File: src/rtl/lkt_config_pkg.sv
// Shared lookup-table configuration and the result payload carried between
// the lookup stages, the serializer and the scoreboard.
package lkt_config_pkg;

    localparam int unsigned RESULT_WIDTH = 8;
    localparam int unsigned NUM_LOOKUPS  = 4;
    localparam int unsigned NUM_CHOICES  = 4;
    localparam int unsigned CHOICE_W     = $clog2(NUM_CHOICES);
    localparam int unsigned LANE_W       = (NUM_LOOKUPS > 1) ? $clog2(NUM_LOOKUPS) : 1;

    typedef struct packed {
        logic [RESULT_WIDTH-1:0] result;
        logic [CHOICE_W-1:0]     choice;
        logic                    hit;
    } lkt_result_t;

endpackage

File: src/rtl/lkt_result_serializer_pkg.sv
// Serializer-local constants and helpers: counter width and saturation,
// lane index wrap for the round-robin scan.
package lkt_result_serializer_pkg;

    localparam int unsigned        CNT_W   = 16;
    localparam logic [CNT_W-1:0]   CNT_MAX = '1;

    // Wraps a lane index that can exceed the lane count by less than one lap.
    function automatic int unsigned lane_wrap(input int unsigned lane, input int unsigned n);
        return (lane >= n) ? lane - n : lane;
    endfunction

    function automatic logic [CNT_W-1:0] sat_inc(input logic [CNT_W-1:0] v);
        return (v == CNT_MAX) ? v : v + CNT_W'(1);
    endfunction

endpackage

File: src/rtl/lkt_result_serializer_if.sv
// Lane inputs, serialized result stream and counter/status bundle of the
// result serializer. master = producer/consumer side, slave = serializer.
interface lkt_result_serializer_if
    import lkt_result_serializer_pkg::*;
#(
    parameter int unsigned RESULT_WIDTH = lkt_config_pkg::RESULT_WIDTH,
    parameter int unsigned NUM_LOOKUPS  = lkt_config_pkg::NUM_LOOKUPS,
    parameter int unsigned NUM_CHOICES  = lkt_config_pkg::NUM_CHOICES
);
    localparam int unsigned CHOICE_W = $clog2(NUM_CHOICES);
    localparam int unsigned LANE_W   = (NUM_LOOKUPS > 1) ? $clog2(NUM_LOOKUPS) : 1;

    logic [NUM_LOOKUPS-1:0]                   in_valid;
    logic [NUM_LOOKUPS-1:0]                   in_ready;
    logic [NUM_LOOKUPS-1:0][RESULT_WIDTH-1:0] in_result;
    logic [NUM_LOOKUPS-1:0][CHOICE_W-1:0]     in_choice;
    logic [NUM_LOOKUPS-1:0]                   in_hit;

    logic                    out_valid;
    logic                    out_ready;
    logic [RESULT_WIDTH-1:0] out_result;
    logic [CHOICE_W-1:0]     out_choice;
    logic                    out_hit;
    logic [LANE_W-1:0]       out_lane;

    logic                    cnt_clr;
    logic [CNT_W-1:0]        hit_cnt;
    logic [CNT_W-1:0]        miss_cnt;
    logic [NUM_LOOKUPS-1:0]  lane_full;

    modport master (
        output in_valid, in_result, in_choice, in_hit, out_ready, cnt_clr,
        input  in_ready, out_valid, out_result, out_choice, out_hit, out_lane,
               hit_cnt, miss_cnt, lane_full
    );

    modport slave (
        input  in_valid, in_result, in_choice, in_hit, out_ready, cnt_clr,
        output in_ready, out_valid, out_result, out_choice, out_hit, out_lane,
               hit_cnt, miss_cnt, lane_full
    );

endinterface

File: src/rtl/lkt_lane_fifo.sv
// Per-lane synchronous FIFO; pointers carry one extra wrap bit so full and
// empty fall out of the pointer compare without an occupancy counter.
module lkt_lane_fifo #(
    parameter type         entry_t = lkt_config_pkg::lkt_result_t,
    parameter int unsigned DEPTH   = 4
) (
    input  logic   clk,
    input  logic   rst_n,
    input  logic   push_i,
    input  entry_t wdata_i,
    input  logic   pop_i,
    output entry_t head_c,
    output logic   full_c,
    output logic   empty_c
);
    localparam int unsigned AW = $clog2(DEPTH);
    localparam int unsigned PW = AW + 1;

    entry_t        mem_q [DEPTH];
    logic [PW-1:0] wr_ptr_q, wr_ptr_d;
    logic [PW-1:0] rd_ptr_q, rd_ptr_d;
    logic          do_push, do_pop;

    assign empty_c = (wr_ptr_q == rd_ptr_q);
    assign full_c  = (wr_ptr_q[AW] != rd_ptr_q[AW]) &&
                     (wr_ptr_q[AW-1:0] == rd_ptr_q[AW-1:0]);
    assign head_c  = mem_q[rd_ptr_q[AW-1:0]];

    // Push is refused on a full lane even when the same cycle pops.
    assign do_push = push_i & ~full_c;
    assign do_pop  = pop_i & ~empty_c;

    always_comb begin
        wr_ptr_d = wr_ptr_q;
        rd_ptr_d = rd_ptr_q;
        if (do_push) wr_ptr_d = wr_ptr_q + PW'(1);
        if (do_pop)  rd_ptr_d = rd_ptr_q + PW'(1);
    end

    always_ff @(posedge clk or negedge rst_n) begin
        if (!rst_n) begin
            wr_ptr_q <= '0;
            rd_ptr_q <= '0;
        end else begin
            wr_ptr_q <= wr_ptr_d;
            rd_ptr_q <= rd_ptr_d;
        end
    end

    // Storage needs no reset: pointers alone decide what is valid.
    always_ff @(posedge clk) begin
        if (do_push) mem_q[wr_ptr_q[AW-1:0]] <= wdata_i;
    end

endmodule

File: src/rtl/lkt_result_serializer.sv
// Buffers NUM_LOOKUPS parallel lookup results in per-lane FIFOs and drains
// them round-robin into one registered result stream with hit/miss counters.
module lkt_result_serializer
    import lkt_result_serializer_pkg::*;
#(
    parameter int unsigned RESULT_WIDTH = lkt_config_pkg::RESULT_WIDTH,
    parameter int unsigned NUM_LOOKUPS  = lkt_config_pkg::NUM_LOOKUPS,
    parameter int unsigned NUM_CHOICES  = lkt_config_pkg::NUM_CHOICES,
    parameter int unsigned FIFO_DEPTH   = 4
) (
    input  logic                     clk,
    input  logic                     rst_n,
    lkt_result_serializer_if.slave   bus
);
    localparam int unsigned CHOICE_W = $clog2(NUM_CHOICES);
    localparam int unsigned LANE_W   = (NUM_LOOKUPS > 1) ? $clog2(NUM_LOOKUPS) : 1;

    typedef struct packed {
        logic [RESULT_WIDTH-1:0] result;
        logic [CHOICE_W-1:0]     choice;
        logic                    hit;
    } beat_t;

    beat_t                  wr_beat [NUM_LOOKUPS];
    beat_t                  head_c  [NUM_LOOKUPS];
    logic [NUM_LOOKUPS-1:0] full_c, empty_c, push_c, pop_c;

    logic [LANE_W-1:0]      rr_ptr_q, rr_ptr_d;
    logic [LANE_W-1:0]      grant_c, scan_lane_c;
    logic                   grant_valid_c, load_c, fire_c;

    beat_t                  out_q, out_d;
    logic                   out_valid_q, out_valid_d;
    logic [LANE_W-1:0]      out_lane_q, out_lane_d;
    logic [CNT_W-1:0]       hit_cnt_q, hit_cnt_d;
    logic [CNT_W-1:0]       miss_cnt_q, miss_cnt_d;

    for (genvar g = 0; g < NUM_LOOKUPS; g++) begin : g_lane
        assign push_c[g]  = bus.in_valid[g] & ~full_c[g];
        assign wr_beat[g] = '{result: bus.in_result[g],
                              choice: bus.in_choice[g],
                              hit:    bus.in_hit[g]};

        lkt_lane_fifo #(
            .entry_t (beat_t),
            .DEPTH   (FIFO_DEPTH)
        ) u_fifo (
            .clk     (clk),
            .rst_n   (rst_n),
            .push_i  (push_c[g]),
            .wdata_i (wr_beat[g]),
            .pop_i   (pop_c[g]),
            .head_c  (head_c[g]),
            .full_c  (full_c[g]),
            .empty_c (empty_c[g])
        );
    end

    assign bus.in_ready  = ~full_c;
    assign bus.lane_full = full_c;

    // First non-empty lane at or after rr_ptr, wrapping.
    always_comb begin
        grant_valid_c = 1'b0;
        grant_c       = '0;
        scan_lane_c   = '0;
        for (int unsigned off = 0; off < NUM_LOOKUPS; off++) begin
            scan_lane_c = LANE_W'(lane_wrap(32'(rr_ptr_q) + off, NUM_LOOKUPS));
            if (!grant_valid_c && !empty_c[scan_lane_c]) begin
                grant_valid_c = 1'b1;
                grant_c       = scan_lane_c;
            end
        end
    end

    assign load_c = (~out_valid_q | bus.out_ready) & grant_valid_c;
    assign pop_c  = load_c ? (NUM_LOOKUPS'(1) << grant_c) : '0;
    assign fire_c = out_valid_q & bus.out_ready;

    always_comb begin
        rr_ptr_d    = rr_ptr_q;
        out_d       = out_q;
        out_valid_d = out_valid_q;
        out_lane_d  = out_lane_q;
        if (load_c) begin
            rr_ptr_d    = (32'(grant_c) == NUM_LOOKUPS - 1) ? '0 : grant_c + LANE_W'(1);
            out_d       = head_c[grant_c];
            out_valid_d = 1'b1;
            out_lane_d  = grant_c;
        end else if (bus.out_ready) begin
            out_valid_d = 1'b0;
        end
    end

    // Clear wins over a same-cycle handshake.
    always_comb begin
        hit_cnt_d  = hit_cnt_q;
        miss_cnt_d = miss_cnt_q;
        if (bus.cnt_clr) begin
            hit_cnt_d  = '0;
            miss_cnt_d = '0;
        end else if (fire_c) begin
            if (out_q.hit) hit_cnt_d  = sat_inc(hit_cnt_q);
            else           miss_cnt_d = sat_inc(miss_cnt_q);
        end
    end

    always_ff @(posedge clk or negedge rst_n) begin
        if (!rst_n) begin
            rr_ptr_q    <= '0;
            out_q       <= '0;
            out_valid_q <= 1'b0;
            out_lane_q  <= '0;
            hit_cnt_q   <= '0;
            miss_cnt_q  <= '0;
        end else begin
            rr_ptr_q    <= rr_ptr_d;
            out_q       <= out_d;
            out_valid_q <= out_valid_d;
            out_lane_q  <= out_lane_d;
            hit_cnt_q   <= hit_cnt_d;
            miss_cnt_q  <= miss_cnt_d;
        end
    end

    assign bus.out_valid  = out_valid_q;
    assign bus.out_result = out_q.result;
    assign bus.out_choice = out_q.choice;
    assign bus.out_hit    = out_q.hit;
    assign bus.out_lane   = out_lane_q;
    assign bus.hit_cnt    = hit_cnt_q;
    assign bus.miss_cnt   = miss_cnt_q;

endmodule

File: src/flat_wrapper.sv
// flat-port wrapper written by rule: the top's interface ports become plain ports
module lkt_result_serializer_flat import lkt_result_serializer_pkg::*;
#(
    parameter int unsigned RESULT_WIDTH = lkt_config_pkg::RESULT_WIDTH,
    parameter int unsigned NUM_LOOKUPS  = lkt_config_pkg::NUM_LOOKUPS,
    parameter int unsigned NUM_CHOICES  = lkt_config_pkg::NUM_CHOICES,
    parameter int unsigned FIFO_DEPTH   = 4
)
  (clk, rst_n, bus_in_valid, bus_in_result, bus_in_choice, bus_in_hit, bus_out_ready, bus_cnt_clr, bus_in_ready, bus_out_valid, bus_out_result, bus_out_choice, bus_out_hit, bus_out_lane, bus_hit_cnt, bus_miss_cnt, bus_lane_full);
  lkt_result_serializer_if #(.RESULT_WIDTH(RESULT_WIDTH), .NUM_LOOKUPS(NUM_LOOKUPS), .NUM_CHOICES(NUM_CHOICES)) bus_i ();
  input  logic clk;
  input  logic rst_n;
  input wire logic [$bits(bus_i.in_valid)-1:0] bus_in_valid;
  input wire logic [$bits(bus_i.in_result)-1:0] bus_in_result;
  input wire logic [$bits(bus_i.in_choice)-1:0] bus_in_choice;
  input wire logic [$bits(bus_i.in_hit)-1:0] bus_in_hit;
  input wire logic [$bits(bus_i.out_ready)-1:0] bus_out_ready;
  input wire logic [$bits(bus_i.cnt_clr)-1:0] bus_cnt_clr;
  output wire logic [$bits(bus_i.in_ready)-1:0] bus_in_ready;
  output wire logic [$bits(bus_i.out_valid)-1:0] bus_out_valid;
  output wire logic [$bits(bus_i.out_result)-1:0] bus_out_result;
  output wire logic [$bits(bus_i.out_choice)-1:0] bus_out_choice;
  output wire logic [$bits(bus_i.out_hit)-1:0] bus_out_hit;
  output wire logic [$bits(bus_i.out_lane)-1:0] bus_out_lane;
  output wire logic [$bits(bus_i.hit_cnt)-1:0] bus_hit_cnt;
  output wire logic [$bits(bus_i.miss_cnt)-1:0] bus_miss_cnt;
  output wire logic [$bits(bus_i.lane_full)-1:0] bus_lane_full;
  assign bus_i.in_valid = bus_in_valid;
  assign bus_i.in_result = bus_in_result;
  assign bus_i.in_choice = bus_in_choice;
  assign bus_i.in_hit = bus_in_hit;
  assign bus_i.out_ready = bus_out_ready;
  assign bus_i.cnt_clr = bus_cnt_clr;
  assign bus_in_ready = bus_i.in_ready;
  assign bus_out_valid = bus_i.out_valid;
  assign bus_out_result = bus_i.out_result;
  assign bus_out_choice = bus_i.out_choice;
  assign bus_out_hit = bus_i.out_hit;
  assign bus_out_lane = bus_i.out_lane;
  assign bus_hit_cnt = bus_i.hit_cnt;
  assign bus_miss_cnt = bus_i.miss_cnt;
  assign bus_lane_full = bus_i.lane_full;
  lkt_result_serializer #(.RESULT_WIDTH(RESULT_WIDTH), .NUM_LOOKUPS(NUM_LOOKUPS), .NUM_CHOICES(NUM_CHOICES), .FIFO_DEPTH(FIFO_DEPTH)) u_core (.clk(clk), .rst_n(rst_n), .bus(bus_i));
endmodule
File: config.mk
export PLATFORM = sky130hd
export DESIGN_NAME = lkt_result_serializer_flat
export DESIGN_NICKNAME = d
export VERILOG_FILES = /design/src/rtl/lkt_config_pkg.sv /design/src/rtl/lkt_result_serializer_pkg.sv /design/src/rtl/lkt_result_serializer_if.sv /design/src/rtl/lkt_lane_fifo.sv /design/src/rtl/lkt_result_serializer.sv /design/src/flat_wrapper.sv
export SDC_FILE = /design/constraint.sdc
export NUM_CORES = 1
export LEC_CHECK = 0
export CELL_PAD_IN_SITES_DETAIL_PLACEMENT = 2
export CELL_PAD_IN_SITES_GLOBAL_PLACEMENT = 2
export CORE_UTILIZATION = 39
export CTS_CLUSTER_DIAMETER = 120
export DETAILED_ROUTE_END_ITERATION = 12
export PLACE_DENSITY_LB_ADDON = 0.1
export SETUP_SLACK_MARGIN = 0.2
export SLEW_MARGIN = 10
export SYNTH_ARGS = -nofsm -noshare
export SYNTH_HDL_FRONTEND = slang
export SYNTH_SLANG_ARGS = --single-unit
File: constraint.sdc
create_clock -name clk -period 4 [get_ports clk]
set_clock_uncertainty 0.1 [all_clocks]
set_input_delay 0.6 -clock clk [delete_from_list [all_inputs] [get_ports clk]]
set_output_delay 0.6 -clock clk [all_outputs]
set_load 0.03 [all_outputs]
Word level (Yosys, flattened, before mapping)
Memories as Yosys holds them, arrays and structs flattened.
Index checks and enable logic that the tools add are counted.
- output and inout bits: 54
- RAM bits: 176
- logic and storage cells: 152
- flip-flop bits (word level): 72
- input port bits: 52
- memories kept: 4
- bitwise operators: 26
- reductions and logical operators: 17
- muxes and demuxes: 43
- shifts and indexed selects: 1
- equality and inequality tests: 18
- $lt $le $gt $ge: 9
- add/sub/neg operators: 18
- memory list (name ; words ; width ; read ports ; clocked after Yosys merged registers in ; wr ports ; RTL line ; text):
    u_core.g_lane[0].u_fifo.mem_q ; 4 ; 11 ; 1 ; 0 ; 1 ; lkt_lane_fifo.sv:19 ; entry_t mem_q [DEPTH];
    u_core.g_lane[1].u_fifo.mem_q ; 4 ; 11 ; 1 ; 0 ; 1 ; lkt_lane_fifo.sv:19 ;
    u_core.g_lane[2].u_fifo.mem_q ; 4 ; 11 ; 1 ; 0 ; 1 ; lkt_lane_fifo.sv:19 ;
    u_core.g_lane[3].u_fifo.mem_q ; 4 ; 11 ; 1 ; 0 ; 1 ; lkt_lane_fifo.sv:19 ;
- operators by type and width (operator ; number):
    $mux W16 ; 8
    $add A16 B1 Y16 const B ; 2
    $eq A16 B16 Y1 const B ; 2
    $add A3 B1 Y3 const B ; 8
    $bmux W11 S2 ; 1
    $mux W11 ; 2
    $mux W1 ; 18
    $mux W2 ; 9
    $and A1 B1 Y1 ; 14
    $eq A3 B3 Y1 ; 4
    $ge A3 B3 Y1 const B ; 4
    $lt A2 B3 Y1 const B ; 4
    $not A1 Y1 ; 9
    $bmux W1 S2 ; 4
    $eq A2 B2 Y1 ; 4
    $sub A2 B1 Y2 const B ; 4
    $logic_and A1 B1 Y1 ; 7
    $add A2 B2 Y3 const B ; 2
    $ne A2 B2 Y1 const B ; 3
    $reduce_and A3 Y1 ; 2
    $reduce_bool A2 Y1 ; 3
    $logic_not A1 Y1 ; 5
    $mux W4 ; 1
    $ne A1 B1 Y1 ; 4
    8 further kinds ; 8

Logic depth before layout (Yosys ltp)
Gate-level depths: netlist of the first run.
- depth after elaboration: 18
- gate-level depth with buffers: 9
- mapped depth without buffers: 8

Modules after synthesis
A second synthesis of the first run with hierarchy kept.
- cell total of the unflattened synthesis: 739
- area total of the unflattened synthesis: 11175.7 µm²
- by module, submodules not included (module ; area each (µm²) ; times used ; seq. area each (µm²) ; cells an instance):
    lkt_lane_fifo (u_core.g_lane[0].u_fifo ...) ; 2062.0 ; 3 ; 1471.4 ; 107
    lkt_result_serializer ; 2889.0 ; 1 ; 1201.2 ; 311
    lkt_lane_fifo (u_core.g_lane[3].u_fifo) ; 2100.8 ; 1 ; 1471.4 ; 107

Least setup slack after synthesis of the first run
Ideal clock, no wire load.
- path kind: reg-to-reg
- from: register u_core.g_lane[0].u_fifo.rd_ptr_q[2]
- to: register u_core.g_lane[3].u_fifo.rd_ptr_q[1]
- period minus slack after synthesis: 2280 ps
- setup slack: 1720 ps
- path buffers: 1
- arrival: 2055 ps
- setup time: 125 ps
- cell stages (with the launch flop): 9
- required time: 3775 ps
- cell sequence: dfrtp_1 -> xnor2_1 -> and3_2 -> o221ai_1 -> a21oi_2 -> buf_6 -> ha_1 -> nand3_1 -> mux2_2
- word-level cells in the longest chain between the ends: 15
- elaborated cells between the ends (all ways): 29
- those cells by class: 1 x eq/ne; 1 x shift; 17 x mux; 2 x bitwise; 8 x reduce/logical
- ends and longest elaborated chain (what ; RTL line ; text):
    start, declared ; lkt_lane_fifo.sv:21 ; logic [PW-1:0] rd_ptr_q, rd_ptr_d;
    start signal, assigned ; lkt_lane_fifo.sv:46 ; rd_ptr_q <= rd_ptr_d;
    $eq A3 B3 Y1 (*) ; lkt_lane_fifo.sv:24 ; assign empty_c = (wr_ptr_q == rd_ptr_q);
    $bmux W1 S2 ; lkt_result_serializer.sv:69 ; if (!grant_valid_c && !empty_c[scan_lane_c]) begin
    $mux W1 (not written as such) ; lkt_result_serializer.sv:69 ;
    $logic_not A1 Y1 ; lkt_result_serializer.sv:69 ;
    $logic_and A1 B1 Y1 ; lkt_result_serializer.sv:69 ;
    $mux W1 ; lkt_result_serializer.sv:69 ;
    $logic_not A1 Y1 ; lkt_result_serializer.sv:69 ;
    $logic_and A1 B1 Y1 ; lkt_result_serializer.sv:69 ;
    $mux W1 ; lkt_result_serializer.sv:69 ;
    $logic_not A1 Y1 ; lkt_result_serializer.sv:69 ;
    $logic_and A1 B1 Y1 ; lkt_result_serializer.sv:69 ;
    $mux W2 / $mux W1 (equally long branches) ; lkt_result_serializer.sv:69 ;
    $shl A1 B2 Y4 / $and A1 B1 Y1 (equally long branches) ; lkt_result_serializer.sv:77, lkt_result_serializer.sv:76 ;
    $mux W4 (*) ; lkt_result_serializer.sv:77 ; assign pop_c = load_c ? (NUM_LOOKUPS'(1) << grant_c) : '0;
    $and A1 B1 Y1 (*) ; lkt_lane_fifo.sv:31 ; assign do_pop = pop_i & ~empty_c;
    end signal, assigned ; lkt_lane_fifo.sv:46 ;
    end, declared ; lkt_lane_fifo.sv:21 ;
Every way passes the cells marked *; elsewhere a longest branch is shown, timed or not. The select of a mux whose other input is x is not followed.
A chain may end at the register's enable or synchronous reset.

Worst setup path in the final report of the first run
- from: register u_core.g_lane[0].u_fifo.rd_ptr_q[1]
- to: output port bus_lane_full[0]
- word-level cells in the longest chain between the ends: 2
- ends and longest elaborated chain (what ; RTL line ; text):
    $eq A2 B2 Y1 ; lkt_lane_fifo.sv:26 ; (wr_ptr_q[AW-1:0] == rd_ptr_q[AW-1:0]);
    $logic_and A1 B1 Y1 ; lkt_lane_fifo.sv:25 ; assign full_c = (wr_ptr_q[AW] != rd_ptr_q[AW]) &&
    end, declared ; flat_wrapper.sv:27 ; output wire logic [$bits(bus_i.lane_full)-1:0] bus_lane_full;
Every way passes these cells.

==> impl_metrics.csv, run 1 <==
group,metric,value,unit
clocking,cts-root-buf,"clkbuf_16",
global_route,grt_max_degree,73,
setup_path,arrival,2.64,ns
yosys,synth_flop_cell,"edfxtp_1",
setup_path,end_kind,"output port",
setup_path,startpoint_type,"register",
place,place_worst_setup_slack,0.9968,ns
drt,post_drt_wl_per_cell,22.95,um
drt,viasPerCell,5.294,
clocking,clockBufferDepth,3,
drt,dr.pass1.iters,8,
global_route,grt-ovfl-total,0,
job,maxCapViolCount,0,
yosys,synth_top_family_by_area,"multiplexers",
floorplan,fp.dieW,165.7,um
global_route,grt.total_usage,0.1909,
timing,clock.fmax,299.5,MHz
timing,setup_viol,0,
timing,drv_slew,0,
clocking,cts_buffers,27,
cells_and_area,antenna_cells,0,
pwr,vdd_ir_drop_max,0.0004639,V
setup_path,path_cells,"xnor2_2 -> nand3b_1 -> inv_1 -> clkdlybuf4s50_1",
place,place_hpwl,17.86,mm
outcome,status,"complete, but fails checks",
drt,drt_iter0_markers,308,
global_route,antenna_found_initial,0,
cells_and_area,areaGrowthSynthToFinish,21.24,%
cells_and_area,drive_above_1_share,0.1392,
clocking,clk_pin_slew_worst_paths,0.06,ns
drt,num_vias,5882,
yosys,synthArstFlopShare,0.2903,
setup_path,path_max_fanout,14,
yosys,yosysMostFrequentCell,"edfxtp_1",
setup_path,cp_slowest_cell,"dfrtp_1",
yosys,yosysSeqAreaShare,0.6781,
timing,hold_viol,0,
yosys,synth_area_leaders,"edfxtp_1 51%, dfrtp_1 17%, mux4_2 8.8%, ha_1 2.8%, xor2_1 2.1%",
outcome,violations,"design-rule violations",
yosys,syn_avg_cell_area,16.46,sq um
clocking,htreeDepth,1,
clocking,cts_tree,"yes",
setup_path,critical_path_buf_inv_count,2,
yosys,synth-edff-count,176,
timing,setup_slack,0.6608,ns
worst_hold_path,hp-class,"in -> async",
clocking,cts-hold-fix-buffers,0,
yosys,synth_top_area_share,0.5057,
clocking,insertion_delay,0.54,ns
timing,final.period_utilization,0.8348,
setup_path,crit_path_max_incr_delay,0.75,ns
yosys,synth-simple-area-share,0.07698,
global_route,grt_use_met3,0.02628,
drt,drt_wl_total,25.49,mm
yosys,synth_compound_area_frac,0.03460,
floorplan,die-area,27460,sq um
yosys,synthMuxAreaShare,0.1192,
drt,ant_nets,0,
timing,fin_setup_tns,0,ns
timing,holdWs,0.1376,ns
timing,tightest_slew,0.9945,ns
yosys,synth-xor-area-share,0.04573,
global_route,grt_pass1_vias,6539,
cells_and_area,final_core_util,0.4835,
global_route,grt_pass1_wl,40.01,mm
floorplan,num_rows,59,
timing,maxSlewHeadroom,0.3370,
floorplan,start_util,0.3988,
yosys,ys_top_cells_by_count,"176 x edfxtp_1, 72 x dfrtp_1, 41 x mux4_2, 40 x nor2_1, 31 x nand2_1",
timing,min_period,3.339,ns
floorplan,core,26210,sq um
clocking,cts_setup_buffers,0,
yosys,synth-seq-cells,248,
place,gp_congestion,0.7609,
setup_path,cp.required,3.30,ns
drt,drc,16,
yosys,syn-instance-count,635,
global_route,grt_util_met1,0.2570,
setup_path,worstSetupPathType,"reg -> out",
cells_and_area,nNetsFinal,831,
yosys,synth_nets,710,
global_route,busiest_layer,"met2",
yosys,ys_types,58,
clocking,cts_sinks,248,
floorplan,die_y,165.7,um
timing,rsz0062_at_grt,"no",
place,io_buffers,105,
yosys,yosys_warnings,0,
yosys,yosys.area_share.adder,0.02754,
clocking,cts.repair.resized,0,
floorplan,io-pin-count,106,
global_route,use_met2,0.3270,
setup_path,worst_path_dominant_cell_family,"buffers and inverters",
pwr,powerDensity,772.9,nW/um^2
yosys,synth_top_area_cell,"edfxtp_1",
pwr,p_leak,4.628,nW
yosys,syn-cell-area,10450,sq um
path summary, 6_finish.rpt:
check,startpoint,to,slack (ns),cells after the start
max,u_core.g_lane[0].u_fifo.rd_ptr_q[1]$_DFFE_PN0P_,bus_lane_full[0],0.66,4
min,rst_n,u_core.bus.out_result[2]$_DFFE_PN0N_,0.14,1
max reg2reg,u_core.g_lane[0].u_fifo.rd_ptr_q[1]$_DFFE_PN0P_,u_core.bus.out_choice[1]$_DFFE_PN0N_,1.00,8
min reg2reg,u_core.g_lane[3].u_fifo.rd_ptr_q[2]$_DFFE_PN0P_,u_core.g_lane[3].u_fifo.rd_ptr_q[2]$_DFFE_PN0P_,0.39,1
max in group asynchronous,rst_n,u_core.bus.hit_cnt[13]$_DFFE_PN0P_,3.03,1
min in group clk,u_core.g_lane[3].u_fifo.rd_ptr_q[2]$_DFFE_PN0P_,u_core.g_lane[3].u_fifo.rd_ptr_q[2]$_DFFE_PN0P_,0.39,1
kinds of logic after synthesis:
| logic type | Yosys count |
|---|---|
| flops | 248 |
| simple gates | 154 |
| buf+inv | 37 |
| mux | 67 |
| compound gates | 54 |
| xor+xnor | 52 |
| fa+ha+maj | 23 |
registers in the layout (all words and copies together), names as in the netlist:
register and cells:
u_core.bus.out_lane 2, u_core.g_lane.u_fifo.mem_q 176, u_core.g_lane.u_fifo.wr_ptr_q 12, u_core.bus.out_result 8, u_core.bus.hit_cnt 16, u_core.rr_ptr_q 2, u_core.bus.out_hit 1, u_core.g_lane.u_fifo.rd_ptr_q 12
u_core.bus.out_valid 1, u_core.bus.miss_cnt 16, u_core.bus.out_choice 2
layout make-up:
| cell class | instances | area [sq um] |
|---|---|---|
| Clock buffer | 37 | 733.2 |
| Clock inverter | 12 | 85.08 |
| Fill cell | 2407 | 13540 |
| Inverter | 16 | 60.06 |
| Multi-Input combinational cell | 350 | 3178 |
| Sequential cell | 248 | 7087 |
| Tap cell | 335 | 419.2 |
| Timing Repair Buffer | 113 | 1109 |
metrics by stage:
stage | power (mW) | cell area (sq um) | instances
after floorplan | 6.279 | 10450 | 635
after global placement | 7.365 | 11850 | 1062
after detailed placement | 7.563 | 11850 | 1062
after CTS | 9.951 | 12670 | 1111
after global routing | 10.30 | 12670 | 1111
final | 9.793 | 12670 | 1111
cells in the final DEF, fill, tap and decap left out, drive strengths merged, types with 2 or more instances in the layout:
cell type      instances
nor3                   9
nand4                 12
and2                   5
o21ai                 15
nand2                 32
nand3                 17
nor3b                  2
a21o                   5
edfxtp               176
o22ai                  6
clkinv                10
mux2                   8
xor2                  26
and3                  20
xnor2                 26
nor2                  40
a21oi                 13
mux2i                 15
mux4                  44
clkdlybuf4s50        104
a221oi                 4
inv                   17
or3                    7
o21a                   2
a211oi                 2
dfrtp                 72
nand3b                 3
clkbuf                37
o221ai                 2
buf                    9
ha                    23
routing by layer:
layer | wire length (um) | share of wire
met4 | 547 | 0.021
met1 | 11340 | 0.44
met3 | 824 | 0.032
met5 | 0 | 0
met2 | 12790 | 0.50
where the power goes:
part / internal [mW] / switching, mW / leakage, nW
Clock: 1.34 / 0.993 / 0.407
Sequential: 3.44 / 0.401 / 2.53
Combinational: 1.53 / 2.09 / 1.69
Total: 6.31 / 3.48 / 4.63
No activity file was read; power rests on OpenSTA's default activity.
==> inputs of run 2 (changes only) <==
- clock period: 4 -> 3.2 ns (I/O delays scaled with it)
==> run 2 against run 1 <==
Against the previous run:
- largest power group is now combinational cells
- cell count rose by 0.90%
- the run still ends with design-rule violations left
- critical endpoint is now bus_in_ready[2]
- sequential cell count did not move
- hold slack got worse by 0.12 ns
- design area rose by 1.6%
- non-clock buffer count rose by 8
==> impl_metrics.csv, run 2 (same netlist as run 1, synthesis figures left out) <==
group,metric,value,unit
outcome,status,"complete, but fails checks",
outcome,violations,"design-rule violations",
pwr,vdd_ir_drop_max,0.0004363,V
clocking,cts-hold-fix-buffers,0,
cells_and_area,final_common_cell,"edfxtp_1",
clocking,cts_tree,"yes",
floorplan,die-area,27460,sq um
floorplan,core,26210,sq um
cells_and_area,nNetsFinal,840,
drt,ant_nets,0,
timing,maxSlewHeadroom,0.3317,
drt,drt_iter0_markers,380,
timing,min_period,2.915,ns
cells_and_area,antenna_cells,0,
timing,final.period_utilization,0.9111,
place,gp_congestion,0.7481,
setup_path,end_kind,"output port",
timing,fin_setup_tns,0,ns
pwr,total_power,12.78,mW
global_route,grt.total_usage,0.1968,
floorplan,num_rows,59,
cells_and_area,final_core_util,0.4910,
setup_path,crit_path_max_incr_delay,0.73,ns
cells_and_area,largest_reg_flops,176,
drt,num_vias,5952,
clocking,insertion_delay,0.56,ns
clocking,cts_sinks,248,
place,io_buffers,105,
setup_path,startpoint_type,"register",
drt,dr_wl_met2,13.79,mm
clocking,cts_buffers,28,
setup_path,cp.depth,4,
drt,viasPerCell,5.310,
setup_path,worstSetupPathType,"reg -> out",
cells_and_area,fin_cells,1121,
global_route,antenna_found_initial,0,
pwr,p_leak,4.760,nW
place,placed_cells,1067,
global_route,grt_pass1_vias,6764,
cells_and_area,drive_above_1_share,0.1539,
timing,hold_viol,0,
floorplan,die_y,165.7,um
drt,wl_met3,944,um
drt,top_layer_used,"met4",
timing,drv_slew,0,
timing,setup_viol,0,
floorplan,io-pin-count,106,
drt,dr.pass1.iters,9,
setup_path,arrival,2.34,ns
setup_path,path_max_fanout,7,
setup_path,path_cells,"xor2_1 -> nor2_1 -> nand2_1 -> clkdlybuf4s50_1",
place,place_hpwl,18.09,mm
global_route,grt_max_degree,73,
setup_path,rr_worst_depth,8,
floorplan,fp.dieW,165.7,um
clocking,htreeDepth,1,
floorplan,start_util,0.3988,
drt,drc,16,
setup_path,critical_path_buf_inv_count,1,
cells_and_area,areaGrowthSynthToFinish,23.12,%
cells_and_area,final_cell_mix,"176 x edfxtp_1, 101 x clkdlybuf4s50_1, 72 x dfrtp_1",
clocking,cts-root-buf,"clkbuf_16",
timing,tightest_slew,1.002,ns
drt,drt_wl_total,26.31,mm
global_route,grt_pass1_wl,41.26,mm
timing,rsz0062_at_grt,"no",
setup_path,cp_slowest_cell,"clkdlybuf4s50_1",
worst_hold_path,hp-class,"in -> async",
global_route,grt-ovfl-total,0,
setup_path,worst_path_dominant_cell_family,"buffers and inverters",
drt,post_drt_wl_per_cell,23.47,um
clocking,clk_pin_slew_worst_paths,0.06,ns
setup_path,cp.required,2.62,ns
drt,wl_met1,10.99,mm
timing,clock.fmax,343.0,MHz
clocking,clockBufferDepth,3,
pwr,powerDensity,993.0,nW/um^2
job,maxCapViolCount,0,
-- run 2: routing by layer --
metal	global-route usage	up-vias
met5	0	-
met3	0.02748	33
met2	0.3530	122
met4	0.05120	0
li1	-	2687
met1	0.2506	3110
-- run 2: report_power, final --
| group | total, mW | switching, mW | internal, mW |
|---|---|---|---|
| clock network | 3.29 | 1.30 | 1.99 |
| registers | 4.72 | 0.425 | 4.30 |
| logic | 4.77 | 2.78 | 1.99 |
-- run 2: worst paths after layout --
kind,startpoint,end,slack [ns]
worst max-delay path,u_core.g_lane[2].u_fifo.wr_ptr_q[1]$_DFFE_PN0P_,bus_in_ready[2],0.28
worst min-delay path,rst_n,u_core.bus.miss_cnt[12]$_DFFE_PN0P_,0.02
worst max register to register,u_core.g_lane[2].u_fifo.wr_ptr_q[1]$_DFFE_PN0P_,u_core.bus.out_hit$_DFFE_PN0N_,0.55
worst min register to register,u_core.g_lane[2].u_fifo.rd_ptr_q[2]$_DFFE_PN0P_,u_core.g_lane[2].u_fifo.rd_ptr_q[2]$_DFFE_PN0P_,0.39
max in group asynchronous,rst_n,u_core.g_lane[1].u_fifo.rd_ptr_q[2]$_DFFE_PN0P_,2.36
min in group clk,u_core.g_lane[2].u_fifo.rd_ptr_q[2]$_DFFE_PN0P_,u_core.g_lane[2].u_fifo.rd_ptr_q[2]$_DFFE_PN0P_,0.39
-- run 2: area by class of cell --
| class | instances | area, sq um |
|---|---|---|
| flip-flops and latches | 248 | 7087 |
| clock inverters | 15 | 181.4 |
| repair buffers | 121 | 1176 |
| multi-input cells | 350 | 3183 |
| fillers | 2403 | 13340 |
| well taps | 335 | 419.2 |
| inverters | 16 | 60.06 |
| clock buffers | 36 | 760.7 |
-- run 2: timing repair --
action | 4_1_cts | 5_1_grt
gates resized for setup | 0 | 4
setup buffers | 0 | 3
endpoints found under the hold margin | 0 | 0
setup endpoints to repair | 0 | 4
-- run 2: worst register-to-register path, cell delays in order, from the launching register on --
cell and delay, ns:
dfrtp_1 0.43, xor2_1 0.21, nor3_4 0.43, o221ai_1 0.21, a21oi_2 0.20, buf_4 0.23, mux2i_1 0.36, a2bb2oi_1 0.22
o21ai_0 0.11
-- run 2: metrics by stage --
step	hold WS, ns	worst slack [ns]	instance area [sq um]
6_report	0.01733	0.2845	12870
3_3_place_gp	0.3750	0.5149	11890
5_1_grt	0.07215	0.2063	12870
2_1_floorplan	0.08441	0.9202	10450
3_5_place_dp	0.3756	0.4093	11890
4_1_cts	0.03765	0.2002	12830
